## config.mk

```make
export PLATFORM = sky130hd
export DESIGN_NAME = program_loader
export DESIGN_NICKNAME = d
export VERILOG_FILES = /design/src/rtl/program_loader.sv
export SDC_FILE = /design/constraint.sdc
export NUM_CORES = 1
export LEC_CHECK = 0
export BUFFER_PORTS_ARGS = -buffer_cell sky130_fd_sc_hd__buf_2
export CAP_MARGIN = 20
export CORE_ASPECT_RATIO = 0.75
export CORE_MARGIN = 2
export CORE_UTILIZATION = 60
export DETAILED_ROUTE_END_ITERATION = 8
export PLACE_DENSITY_LB_ADDON = 0.08
export SYNTH_ARGS = -nofsm -noshare
export SYNTH_HDL_FRONTEND = slang
export SYNTH_SLANG_ARGS = --single-unit
```

## constraint.sdc

```tcl
create_clock -name i_clock -period 4.2 [get_ports i_clock]
set_input_delay 0.42 -clock i_clock [delete_from_list [all_inputs] [get_ports i_clock]]
set_output_delay 0.42 -clock i_clock [all_outputs]
set_load 0.005 [all_outputs]
```

## src/rtl/program_loader.sv

```systemverilog
// Boot loader: assembles 18-bit instruction words from a byte stream and writes them to program memory.
// It checks the frame's XOR checksum and holds the CPU until a valid image has been loaded.
module program_loader #(
  parameter int ADDR_W = 16,
  parameter int WORD_W = 18
) (
  input  logic              i_clock,
  input  logic              i_reset_n,
  input  logic [7:0]        i_rxData,
  input  logic              i_rxValid,
  output logic              o_rxReady,
  input  logic              i_restart,
  output logic [ADDR_W-1:0] o_wAddr,
  output logic [WORD_W-1:0] o_wData,
  output logic              o_wEn,
  output logic              o_cpuHold,
  output logic              o_done,
  output logic              o_error
);

  typedef enum logic [3:0] {
    CNT_HI, CNT_LO, B0, B1, B2, WRITE, CHK, DONE, ERROR
  } state_t;

  state_t              state, next_state;
  logic [15:0]         count;
  logic [ADDR_W-1:0]   index;
  logic [1:0]          asm_hi;
  logic [7:0]          asm_mid;
  logic [7:0]          csum;
  logic [ADDR_W-1:0]   w_addr;
  logic [WORD_W-1:0]   w_data;
  logic                w_en;
  logic                rx_ready;
  logic                take;
  logic                restart_now;
  logic [31:0]         idx_next;

  assign take        = i_rxValid && rx_ready;
  assign restart_now = i_restart && (state == DONE || state == ERROR);
  assign idx_next    = 32'(index) + 32'd1;

  // The wire protocol numbers bit 0 as the MSB; here bit 7 is that MSB.
  // The "b0[0:5] must be zero" rule therefore tests bits [7:2].
  always_comb begin
    next_state = state;
    case (state)
      CNT_HI: if (take) next_state = CNT_LO;
      CNT_LO: if (take) next_state = ({count[15:8], i_rxData} != 16'd0) ? B0 : CHK;
      B0:     if (take) next_state = (i_rxData[7:2] != 6'd0) ? ERROR : B1;
      B1:     if (take) next_state = B2;
      B2:     if (take) next_state = WRITE;
      WRITE:  next_state = (idx_next == 32'(count)) ? CHK : B0;
      CHK:    if (take) next_state = (i_rxData == csum) ? DONE : ERROR;
      DONE:   if (i_restart) next_state = CNT_HI;
      ERROR:  if (i_restart) next_state = CNT_HI;
      default: next_state = CNT_HI;
    endcase
  end

  always_ff @(posedge i_clock or negedge i_reset_n) begin
    if (!i_reset_n) begin
      state <= CNT_HI;
    end else begin
      state <= next_state;
    end
  end

  // Ready is registered from the next state, so it stays low through reset and has no path from valid.
  always_ff @(posedge i_clock or negedge i_reset_n) begin
    if (!i_reset_n) begin
      rx_ready <= 1'b0;
    end else begin
      rx_ready <= (next_state == CNT_HI) || (next_state == CNT_LO) || (next_state == B0) ||
                  (next_state == B1) || (next_state == B2) || (next_state == CHK);
    end
  end

  always_ff @(posedge i_clock or negedge i_reset_n) begin
    if (!i_reset_n) begin
      count   <= '0;
      index   <= '0;
      asm_hi  <= '0;
      asm_mid <= '0;
      csum    <= '0;
      w_addr  <= '0;
      w_data  <= '0;
      w_en    <= 1'b0;
    end else begin
      w_en <= 1'b0;
      case (state)
        CNT_HI: if (take) begin
          count[15:8] <= i_rxData;
          csum        <= csum ^ i_rxData;
        end
        CNT_LO: if (take) begin
          count[7:0] <= i_rxData;
          csum       <= csum ^ i_rxData;
        end
        B0: if (take) begin
          asm_hi <= i_rxData[1:0];
          csum   <= csum ^ i_rxData;
        end
        B1: if (take) begin
          asm_mid <= i_rxData;
          csum    <= csum ^ i_rxData;
        end
        B2: if (take) begin
          w_data <= {asm_hi, asm_mid, i_rxData};
          w_addr <= index;
          w_en   <= 1'b1;
          csum   <= csum ^ i_rxData;
        end
        WRITE: index <= index + 1'b1;
        default: begin
          if (restart_now) begin
            count   <= '0;
            index   <= '0;
            asm_hi  <= '0;
            asm_mid <= '0;
            csum    <= '0;
          end
        end
      endcase
    end
  end

  assign o_rxReady = rx_ready;
  assign o_wAddr   = w_addr;
  assign o_wData   = w_data;
  assign o_wEn     = w_en;
  assign o_cpuHold = (state != DONE);
  assign o_done    = (state == DONE);
  assign o_error   = (state == ERROR);

endmodule
```

Word-level counts from Yosys, hierarchy flattened --
Cells that the tools add are included.
Storage, ports and cells: logic and storage cells 98, output and inout port bits 39, register bits after elaboration 90, input bits 12
Cells by class: reduce and logical (&&, ||, !) cells 31, equal/unequal tests 21, mux-type cells 26, add/subtract/negate cells 2, bitwise operators 7
Operators with widths (number):
- $pmux W8 S2 | 4
- $mux W4 | 9
- $pmux W16 S2 | 1
- $pmux W4 S8 | 1
- $reduce_or A5 Y1 | 5
- $eq A4 B3 Y1 const B | 6
- $mux W8 | 3
- $add A16 B1 Y17 const B | 1
- $eq A17 B16 Y1 | 1
- $add A16 B1 Y16 const B | 1
- $eq A4 B2 Y1 const B | 4
- $mux W16 | 1
- $reduce_bool A16 Y1 | 1
- $reduce_and A3 Y1 | 5
- $reduce_bool A2 Y1 | 6
- $eq A4 B1 Y1 const B | 2
- $eq A8 B8 Y1 | 1
- $logic_not A4 Y1 | 2
- $ne A2 B2 Y1 const B | 4
- $xor A8 B8 Y8 | 1
- $logic_or A1 B1 Y1 | 6
- $mux W3 | 2
- $not A1 Y1 | 6
- $reduce_bool A6 Y1 | 1
- other kinds (9) | 13

Logic depth before layout (Yosys ltp) --
depth in word-level cells 10, depth in mapped cells 9, gate-level depth less buffers 8

Worst setup path after synthesis --
Ideal clock, no wire load.
kind register to register, start register index[0], end register state[2], cell stages (with the launch flop) 8, clock period less this slack 1.797 ns, buffers on the path 0, setup time 0.092 ns, arrival 1.705 ns, setup slack 2.403 ns, cells stage by stage dfrtp_1 -> ha_1 -> nand3_2 -> nor2_2 -> nand4_1 -> xnor2_1 -> nand3_2 -> o31ai_2
Between the ends: word-level cells in the longest chain between the ends 4
Ends and longest elaborated chain:
- start: declaration | RTL line 27 | logic [ADDR_W-1:0] index;
- start signal: assignment | RTL line 114 | WRITE: index <= index + 1'b1;
- $add A16 B1 Y17 | RTL line 41 | assign idx_next = 32'(index) + 32'd1;
- $eq A17 B16 Y1 | RTL line 53 | WRITE: next_state = (idx_next == 32'(count)) ? CHK : B0;
- $mux W3 | RTL line 53
- $pmux W4 S8 | RTL line 47 | case (state)
- named net next_state[2] | RTL line 25 | state_t state, next_state;
- end signal: assignment | RTL line 65 | state <= next_state;
- end: declaration | RTL line 25
The timed path passes the listed nets, and every way through them passes these cells. A chain may end at the register's enable or synchronous reset.

Worst setup path after layout --
start register state[2], end register w_data[12], in the netlist o_wData[12]
Between the ends: word-level cells in the longest chain between the ends 2
Ends and longest elaborated chain:
- $eq A4 B3 Y1 | RTL line 91 | case (state)
- $reduce_and A2 Y1 (no source line)
- end signal: assignment | RTL line 109 | w_data <= {asm_hi, asm_mid, i_rxData};
- end: declaration | RTL line 32 | logic [WORD_W-1:0] w_data;
No other way between the ends.

==> impl_metrics.env <==
export IMPL_max_freq_ghz=0.398
export IMPL_swShare_pct=40.6
export IMPL_drtIter0Drc=209
export IMPL_htreeDepth=3
export IMPL_max_slew_worst_pin_slew_ns=0.910
export IMPL_ir_drop_v=0.000300
export IMPL_pwr_share_clk_pct=15.3
export IMPL_p_int_mw=2.08
export IMPL_routed_via_density=5.75
export IMPL_ys_ff_latch=90
export IMPL_period_needed_ns=2.51
export IMPL_status="finished clean"
export IMPL_place_gp_congestion=0.908
export IMPL_finalSetupViolations=0
export IMPL_grt_met1_usage_pct=38.1
export IMPL_hold_violations=0
export IMPL_port_buffers=50
export IMPL_power_switching_mw=1.42
export IMPL_die_height_um=80.1
export IMPL_clock_latency_ns=0.37
export IMPL_synth_top_family_by_area="simple AND/OR/NAND/NOR gates"
export IMPL_ant_nets=0
export IMPL_drv_cap=0
export IMPL_p_comb_share_pct=38.0
export IMPL_cts_buffers=9
export IMPL_cts_resized=0
export IMPL_leakage_nw=2.38
export IMPL_io_pins=51
export IMPL_post_cts_setup_buffers=0
export IMPL_drc=0
export IMPL_via_count=3663
export IMPL_end_kind="flop"
export IMPL_final_nets=544
export IMPL_relSlewSlack_pct=39.2
export IMPL_synthMuxAreaShare_pct=6.05
export IMPL_dpl_cell_area_um2=4890
export IMPL_rows=27
export IMPL_ys_warn_count=0
export IMPL_antenna_found_initial=0
export IMPL_p_per_area_nw_per_um2=690
export IMPL_rsz0062_at_grt="false"
export IMPL_grt_pass1_wl_um=16700
export IMPL_synthesis_area_um2=4630
export IMPL_crit_fanout=36
export IMPL_top_usage_layer="met1"
export IMPL_ys_types=54
export IMPL_clk_pin_slew_worst_paths_ns=0.09
export IMPL_worstPathRequired_ns=4.50
export IMPL_antenna_cells=0
export IMPL_synth_compound_area_share_pct=12.1
export IMPL_fin_tns_setup_ns=0
export IMPL_fin_crit_sh_pct=59.8
export IMPL_synth_seq_area_share_pct=48.6
export IMPL_layout_drive_gt1_share_pct=21.1
export IMPL_synth_xor_area_share_pct=5.10
export IMPL_cts_buffer_depth=2
export IMPL_critPathLaunchType="flop"
export IMPL_synthSimpleGateAreaFrac_pct=24.3
export IMPL_synthAdderAreaFrac_pct=0.270
export IMPL_syn_inst=497
export IMPL_wl_um=10000
export IMPL_worstSetupPathType="flop to flop"
export IMPL_slew_viol_final=0
export IMPL_synth_edf_count=0
export IMPL_wl_per_cell_um=15.7
export IMPL_p_total_mw=3.49
export IMPL_min_path_type="input port to asynchronous set/reset pin"
export IMPL_gr_usage_met3_pct=5.84
export IMPL_design_core_area_um2=7400
export IMPL_final_cell_mix="nand2_1 (111), dfrtp_1 (90), o21ai_0 (53)"
export IMPL_cts_sinks=90
export IMPL_async_flop_share_pct=100
export IMPL_syn_avg_cell_area_um2=9.32
export IMPL_overflow=0
export IMPL_crit_arrival_ns=2.81
export IMPL_synthFlopType="dfrtp_1"
export IMPL_stdcell_count=637
export IMPL_die_area_um2=8450
export IMPL_hold_buffers=0
export IMPL_synth_nets=510
export IMPL_rr_worst_depth=5
export IMPL_initial_core_util_pct=62.6
export IMPL_area_growth_pct=9.18
export IMPL_grt_usage_pct=25.4
export IMPL_grt_start_max_net_pins=62
export IMPL_p_seq_share_pct=46.7
export IMPL_placed_cells=621
export IMPL_final_common_cell="nand2_1"
export IMPL_use_met2_pct=37.7
export IMPL_cts_tree="yes"
export IMPL_grt_pass1_vias=3358
export IMPL_clock_skew_ns=0.00926
export IMPL_dp_hpwl_um=6970
export IMPL_final_cell_area_um2=5060
export IMPL_drt_pass1_iterations=5
export IMPL_die_x_um=105
export IMPL_cts_root_buffer="clkbuf_8"
## cell usage after synthesis, types with 7 or more instances
master    instances  area [um^2]
nand2b_1         15         93.8
xor2_1           12          105
o21ai_0          53          265
nand4_1           7         43.8
buf_2            24          120
xnor2_1          15          131
o21ai_1           9         45.0
o31ai_1           7         52.6
a21oi_1          13         65.1
nand2_1         111          417
nor3_1            9         45.0
nor4_1            7         43.8
mux2_2           24          270
nor2_1           19         71.3
dfrtp_1          90         2250
nand3_1          22          110
## power groups by stage
stage	Sequential, mW	Combinational [mW]	Clock [mW]
finish	1.63	1.33	0.533
global route	1.70	1.51	0.573
CTS	1.63	1.33	0.544
detailed placement	1.65	1.33	0
global placement	1.62	1.29	0
floorplan	1.50	1.07	0
## layer usage
metal	vias to the layer above	share of wire (%)
met5	-	0
met4	0	0.81
met3	8	5.4
met2	96	43
met1	1765	50
li1	1794	-
## cell families (layout without fill, tap and decap cells)
family,count (synthesis),in the layout
buffers and inverters,34,73
AND/OR/NAND/NOR,222,222
flip-flops,90,90
XOR/XNOR,27,27
adder cells (fa/ha/maj),1,1
AO/OA/AOI/OAI,98,98
multiplexers,25,25
## sequential cells by signal (all words and copies together), names as in the netlist, 2 cells and up
signal and count:
asm_hi 2, asm_mid 8, count 16, csum 8
index 16, o_wAddr 16, o_wData 18, state 4
## area by class of cell
class | count | area, um^2
Clock buffer | 10 | 128
Timing Repair Buffer | 54 | 283
Fill cell | 604 | 2340
Multi-Input combinational cell | 373 | 2220
Sequential cell | 90 | 2250
Clock inverter | 6 | 42.5
Tap cell | 101 | 126
Inverter | 3 | 11.3
## worst max-delay path: stages (launching register included)
cell and delay (ns):
dfrtp_1 0.64, nor2b_1 0.31, nand3_2 0.74, inv_1 0.56
nand2_1 0.11, nand2_1 0.08
## per-stage QoR
step | utilization, % | hold slack (ns) | setup WS [ns]
2_1_floorplan | - | 0.124 | 2.40
3_5_place_dp | 66.1 | 0.457 | 1.69
3_3_place_gp | 66.1 | 0.455 | 1.74
4_1_cts | 68.4 | 0.142 | 1.65
5_1_grt | 68.4 | 0.170 | 1.43
6_report | 68.4 | 0.109 | 1.69
## worst paths after layout
| kind | from | end | slack (ns) |
|---|---|---|---|
| max in group asynchronous | i_reset_n | o_wData[7]$_DFFE_PN0P_ | 3.20 |
| worst min register to register | asm_mid[2]$_DFFE_PN0P_ | o_wData[10]$_DFFE_PN0P_ | 0.47 |
| min in group i_clock | i_rxData[2] | asm_mid[2]$_DFFE_PN0P_ | 0.37 |
| worst max-delay path | state[2]$_DFF_PN0_ | o_wData[12]$_DFFE_PN0P_ | 1.69 |
| worst min-delay path | i_reset_n | o_wAddr[9]$_DFFE_PN0P_ | 0.11 |
| worst max register to register | state[2]$_DFF_PN0_ | o_wData[12]$_DFFE_PN0P_ | 1.69 |
Note: power is estimated with default switching activity, not from simulation.
